### src/rtl/tick_timer_ctrl_pkg.sv
// Shared types and constants for the countdown tick timer.
// Two prescaler divisors: one for real silicon, one short enough for simulation.
package tick_timer_ctrl_pkg;

  typedef enum logic [1:0] {
    TT_IDLE  = 2'd0,
    TT_RUN   = 2'd1,
    TT_PAUSE = 2'd2,
    TT_DONE  = 2'd3
  } tt_state_t;

  localparam int unsigned DIV_1HZ = 100000000;
  localparam int unsigned DIV_SIM = 4;

  // True when the state keeps the prescaler parked at zero.
  function automatic logic tt_is_parked(input tt_state_t s);
    return (s == TT_IDLE) || (s == TT_DONE);
  endfunction

endpackage

### src/rtl/tick_prescaler.sv
// Free-running 0..DIV-1 counter with synchronous clear and count enable.
// tick flags the terminal count; clear beats enable.
module tick_prescaler #(
  parameter int unsigned DIV   = 4,
  parameter int unsigned PRE_W = 3
) (
  input  logic clk,
  input  logic rst_n,
  input  logic en,
  input  logic clr,
  output logic tick
);

  localparam logic [PRE_W-1:0] LAST = PRE_W'(DIV - 1);

  logic [PRE_W-1:0] count;

  always_ff @(posedge clk) begin
    if (!rst_n || clr) begin
      count <= '0;
    end else if (en) begin
      count <= (count == LAST) ? '0 : count + 1'b1;
    end
  end

  assign tick = (count == LAST);

endmodule

### src/rtl/tick_timer_ctrl.sv
// Countdown timer: prescaler-derived one-cycle tick enables decrement a loaded count.
// Start/stop/clear commands with priority clear > start > stop; one-shot or periodic.
module tick_timer_ctrl
  import tick_timer_ctrl_pkg::*;
#(
  parameter int unsigned DIV   = DIV_1HZ,
  parameter int unsigned PRE_W = 27,
  parameter int unsigned CNT_W = 8
) (
  input  logic             clk,
  input  logic             rst_n,
  input  logic             start,
  input  logic             stop,
  input  logic             clear,
  input  logic             periodic,
  input  logic [CNT_W-1:0] load_val,
  output logic             tick_o,
  output logic [CNT_W-1:0] remaining,
  output logic             busy,
  output logic             done_pulse,
  output logic             expired,
  output logic             load_err
);

  tt_state_t        state;
  logic [CNT_W-1:0] reload;
  logic             mode_periodic;

  logic pre_wrap;
  logic cmd_load;
  logic cmd_reject;
  logic cmd_resume;
  logic cmd_pause;
  logic last_tick;
  logic pre_en;
  logic pre_clr;

  // Command decode; a start in PAUSE is always a resume, never a reload.
  assign cmd_load   = !clear && start && (state != TT_PAUSE) && (load_val != '0);
  assign cmd_reject = !clear && start && (state != TT_PAUSE) && (load_val == '0);
  assign cmd_resume = !clear && start && (state == TT_PAUSE);
  assign cmd_pause  = !clear && !start && stop && (state == TT_RUN);

  assign tick_o    = (state == TT_RUN) && pre_wrap;
  assign last_tick = tick_o && (remaining == CNT_W'(1));

  // A pause on the wrap cycle still lets the counter roll to 0, so the
  // consumed tick is not seen a second time after resume.
  assign pre_en  = (state == TT_RUN) && (!cmd_pause || pre_wrap);
  assign pre_clr = clear || cmd_load || tt_is_parked(state);

  tick_prescaler #(
    .DIV   (DIV),
    .PRE_W (PRE_W)
  ) u_prescaler (
    .clk   (clk),
    .rst_n (rst_n),
    .en    (pre_en),
    .clr   (pre_clr),
    .tick  (pre_wrap)
  );

  always_ff @(posedge clk) begin
    if (!rst_n) begin
      state         <= TT_IDLE;
      remaining     <= '0;
      reload        <= '0;
      mode_periodic <= 1'b0;
      done_pulse    <= 1'b0;
      load_err      <= 1'b0;
    end else begin
      done_pulse <= 1'b0;
      load_err   <= cmd_reject;

      if (clear) begin
        state     <= TT_IDLE;
        remaining <= '0;
      end else if (cmd_load) begin
        state         <= TT_RUN;
        remaining     <= load_val;
        reload        <= load_val;
        mode_periodic <= periodic;
      end else begin
        case (state)
          TT_RUN: begin
            if (tick_o) begin
              if (remaining > CNT_W'(1)) begin
                remaining <= remaining - 1'b1;
              end else if (last_tick) begin
                done_pulse <= 1'b1;
                remaining  <= mode_periodic ? reload : '0;
              end
            end
            // An exhausted one-shot finishes even if a pause arrives with it.
            if (last_tick && !mode_periodic) begin
              state <= TT_DONE;
            end else if (cmd_pause) begin
              state <= TT_PAUSE;
            end
          end
          TT_PAUSE: begin
            if (cmd_resume) begin
              state <= TT_RUN;
            end
          end
          default: begin
            state <= state;
          end
        endcase
      end
    end
  end

  assign busy    = (state == TT_RUN) || (state == TT_PAUSE);
  assign expired = (state == TT_DONE);

endmodule

### config.mk
export PLATFORM = sky130hd
export DESIGN_NAME = tick_timer_ctrl
export DESIGN_NICKNAME = d
export VERILOG_FILES = /design/src/rtl/tick_timer_ctrl_pkg.sv /design/src/rtl/tick_prescaler.sv /design/src/rtl/tick_timer_ctrl.sv
export SDC_FILE = /design/constraint.sdc
export NUM_CORES = 1
export LEC_CHECK = 0
export ABC_AREA = 1
export BUFFER_PORTS_ARGS = -buffer_cell sky130_fd_sc_hd__buf_4
export CORE_MARGIN = 4
export CORE_UTILIZATION = 35
export CTS_CLUSTER_SIZE = 10
export DETAILED_ROUTE_END_ITERATION = 12
export GPL_TIMING_DRIVEN = 0
export PLACE_DENSITY = 0.54
export RECOVER_POWER = 50
export SYNTH_ARGS = -nofsm -noshare
export SYNTH_HDL_FRONTEND = slang
export SYNTH_SLANG_ARGS = --single-unit
export TNS_END_PERCENT = 30
### constraint.sdc
create_clock -name clk -period 2.55 [get_ports clk]
set_input_delay 0.51 -clock clk [delete_from_list [all_inputs] [get_ports clk]]
set_output_delay 0.51 -clock clk [all_outputs]
set_load 0.01 [all_outputs]
==> flow_metrics.env <==
export IMPL_drc=0
export IMPL_grt_pass1_wl_mm=13.7
export IMPL_numClockSinks=48
export IMPL_design_area_sq_um=3350
export IMPL_cellLeakagePower_nw=1.24
export IMPL_wl_per_cell_um=12.7
export IMPL_n_fill_cell=923
export IMPL_cts_resized=0
export IMPL_syn_inst=491
export IMPL_area_delta_synth_final_pct=13.5
export IMPL_end_kind="primary output"
export IMPL_crit_fanout=7
export IMPL_clock_latency_ns=0.31
export IMPL_critical_path_top_delay_family="simple AND/OR/NAND/NOR gates"
export IMPL_grt_usage_pct=16.8
export IMPL_fin_crit_sh_pct=95.5
export IMPL_grt_overflow=0
export IMPL_ir_worst_vdd_v=0.000218
export IMPL_worstMarginPinSlew_ns=0.632
export IMPL_avgSynthCellArea_sq_um=6.02
export IMPL_fp_dieArea_sq_um=9970
export IMPL_port_buffers=26
export IMPL_start_kind="register"
export IMPL_cts_path_max_buffers=2
export IMPL_dpl_hpwl_mm=6.24
export IMPL_num_vias=3149
export IMPL_placed_cell_area_sq_um=3280
export IMPL_layout_min_cycle_time_ns=2.43
export IMPL_nNetsFinal=544
export IMPL_grt_max_degree=15
export IMPL_syn_num_nets=511
export IMPL_clkTransAtPathRegs_ns=0.09
export IMPL_yosys_warnings=0
export IMPL_maxCapViolCount=0
export IMPL_drv_slew=0
export IMPL_gp_congestion=0.867
export IMPL_hold_viol_final=0
export IMPL_viasPerCell=5.00
export IMPL_ys_ff_latch=48
export IMPL_setup_tns_ns=0
export IMPL_drt_total_wl_mm=8.00
export IMPL_setup_viol=0
export IMPL_antenna_found_initial=0
export IMPL_path_class="register to primary output"
export IMPL_grt_pass1_vias=2969
export IMPL_power_density_nw_per_um2=465
export IMPL_rsz0062_at_grt="false"
export IMPL_regArea_sq_um=961
export IMPL_seq_area_frac_synth_pct=32.5
export IMPL_hold_path_class="primary input to register"
export IMPL_ioPinCount=27
export IMPL_power_total_mw=1.56
export IMPL_drive_above_1_share_pct=7.24
export IMPL_fmax_mhz=411
export IMPL_drtAntennaViolNets=0
export IMPL_htree_levels=2
export IMPL_final_cell_count_no_fill=630
export IMPL_die_h_um=99.9
export IMPL_clockRootBuffer="clkbuf_8"
export IMPL_cts_tree="done"
export IMPL_relSlewSlack_pct=57.6
export IMPL_skew_ns=0.00761
export IMPL_crit_top_cell="nor2_4"
export IMPL_initial_utilization_pct=36.0
export IMPL_coreArea_sq_um=8220
export IMPL_ys_types=23
export IMPL_die_w_um=99.9
export IMPL_numCtsBuffers=5
export IMPL_rows=33
export IMPL_critPathSlowestCell="dfxtp_1"
export IMPL_multi_input_area_sq_um=1690
export IMPL_ctsHoldBuffers=0
export IMPL_antenna_cells=0
export IMPL_first_pass_iters=4
export IMPL_path_cells="ha_1 -> nand3_2 -> nor2_4 -> nand2_2 -> nor2_4 -> buf_4"
export IMPL_worst_path_buf_inv=1
export IMPL_status="complete, no violations"
export IMPL_cts_setup_buffers=0
export IMPL_required_ns=2.04
export IMPL_cp_arrival_ns=1.92
export IMPL_syn_area_sq_um=2950
export IMPL_drt_iter0_markers=110
export IMPL_placedCellCount=622
export IMPL_max_stage_delay_ns=0.44
-- kinds of logic after synthesis --
logic type	count (synthesis)	share of synthesized area (%)
xor+xnor	5	1.48
buf+inv	74	10.1
fa+ha+maj	6	2.54
flops	48	32.5
compound gates	66	11.2
simple gates	292	42.2
-- area by class of cell --
| class | instances | area share (%) |
|---|---|---|
| plain buffers | 11 | 1.61 |
| clock buffers | 7 | 2.87 |
| clock inverters | 1 | 0.896 |
| inverters | 63 | 7.05 |
| multi-input cells | 369 | 50.5 |
| flip-flops and latches | 48 | 28.7 |
| well taps | 105 | 3.92 |
| repair buffers | 26 | 4.48 |
-- power by group --
| part | internal [mW] | total (mW) | switching [mW] |
|---|---|---|---|
| Combinational | 0.0599 | 0.168 | 0.108 |
| Clock | 0.347 | 0.621 | 0.275 |
| Sequential | 0.760 | 0.769 | 0.00830 |
-- path summary, 6_finish.rpt --
check                                          from                            endpoint  slack (ns)  cells after the start
hold / removal                             periodic          mode_periodic$_SDFFE_PN0P_        0.45                      3
hold reg to reg              reload[1]$_SDFFE_PN0P_              reload[1]$_SDFFE_PN0P_        0.47                      2
setup reg to reg  u_prescaler.count[0]$_SDFFE_PP0P_  u_prescaler.count[20]$_SDFFE_PP0P_        0.19                     11
setup / recovery  u_prescaler.count[0]$_SDFFE_PP0P_                              tick_o        0.12                      6
-- state kept, by name, summed over array words and instances (netlist names) --
name / flops
load_err: 1
mode_periodic: 1
u_prescaler.count: 27
state: 2
remaining: 8
reload: 8
done_pulse: 1
-- cell usage in the layout, fill, tap and decap left out, types with 2 or more instances in the layout --
| cell | instances |
|---|---|
| a21oi_1 | 46 |
| buf_2 | 3 |
| buf_4 | 14 |
| clkbuf_1 | 18 |
| clkbuf_8 | 7 |
| dfxtp_1 | 48 |
| ha_1 | 6 |
| inv_1 | 61 |
| inv_2 | 2 |
| nand2_1 | 147 |
| nand2_2 | 6 |
| nand3_1 | 36 |
| nand3b_1 | 2 |
| nand4_1 | 13 |
| nor2_1 | 66 |
| nor2_4 | 2 |
| nor3_1 | 17 |
| nor4_1 | 2 |
| o21ai_0 | 19 |
| xor2_1 | 4 |
-- worst register-to-register path: cells and delay by family (launching register included) --
family	cells	cell delay, ns
AO/OA/AOI/OAI	1	0.14
flip-flops	1	0.44
buffers and inverters	3	0.51
adder cells (fa/ha/maj)	1	0.34
AND/OR/NAND/NOR	6	0.87
-- metrics by stage --
stage	setup WS, ns	hold WS (ns)	utilization, %
2_1_floorplan	0.755	0.441	-
3_3_place_gp	0.137	0.449	39.9
3_5_place_dp	0.146	0.454	39.9
4_1_cts	0.0940	0.446	41.5
5_1_grt	0.0223	0.466	40.8
6_report	0.116	0.454	40.8
-- layer usage --
layer / vias to the layer above / wire, um / track usage [%]
li1: 1641 / - / -
met2: 66 / 3860 / 29.5
met1: 1429 / 3550 / 20.6
met4: 0 / 222 / 6.93
met3: 13 / 373 / 2.43
met5: - / 0 / 0
-- synthesized netlist by cell type --
cell type	count	area share [%]
a21oi_1	46	7.8
buf_1	1	0.13
buf_2	4	0.68
buf_6	2	0.76
clkbuf_1	4	0.51
dfxtp_1	48	33
ha_1	6	2.5
inv_1	61	7.8
inv_2	2	0.25
nand2_1	146	19
nand2_2	7	1.5
nand3_1	36	6.1
nand3_2	1	0.34
nand3b_1	2	0.51
nand4_1	13	2.8
nor2_1	66	8.4
nor2_4	2	0.76
nor3_1	17	2.9
nor4_1	2	0.42
o21ai_0	19	3.2
o21ai_1	1	0.17
xnor2_1	1	0.30
xor2_1	4	1.2
No activity file was read; power rests on OpenSTA's default activity.
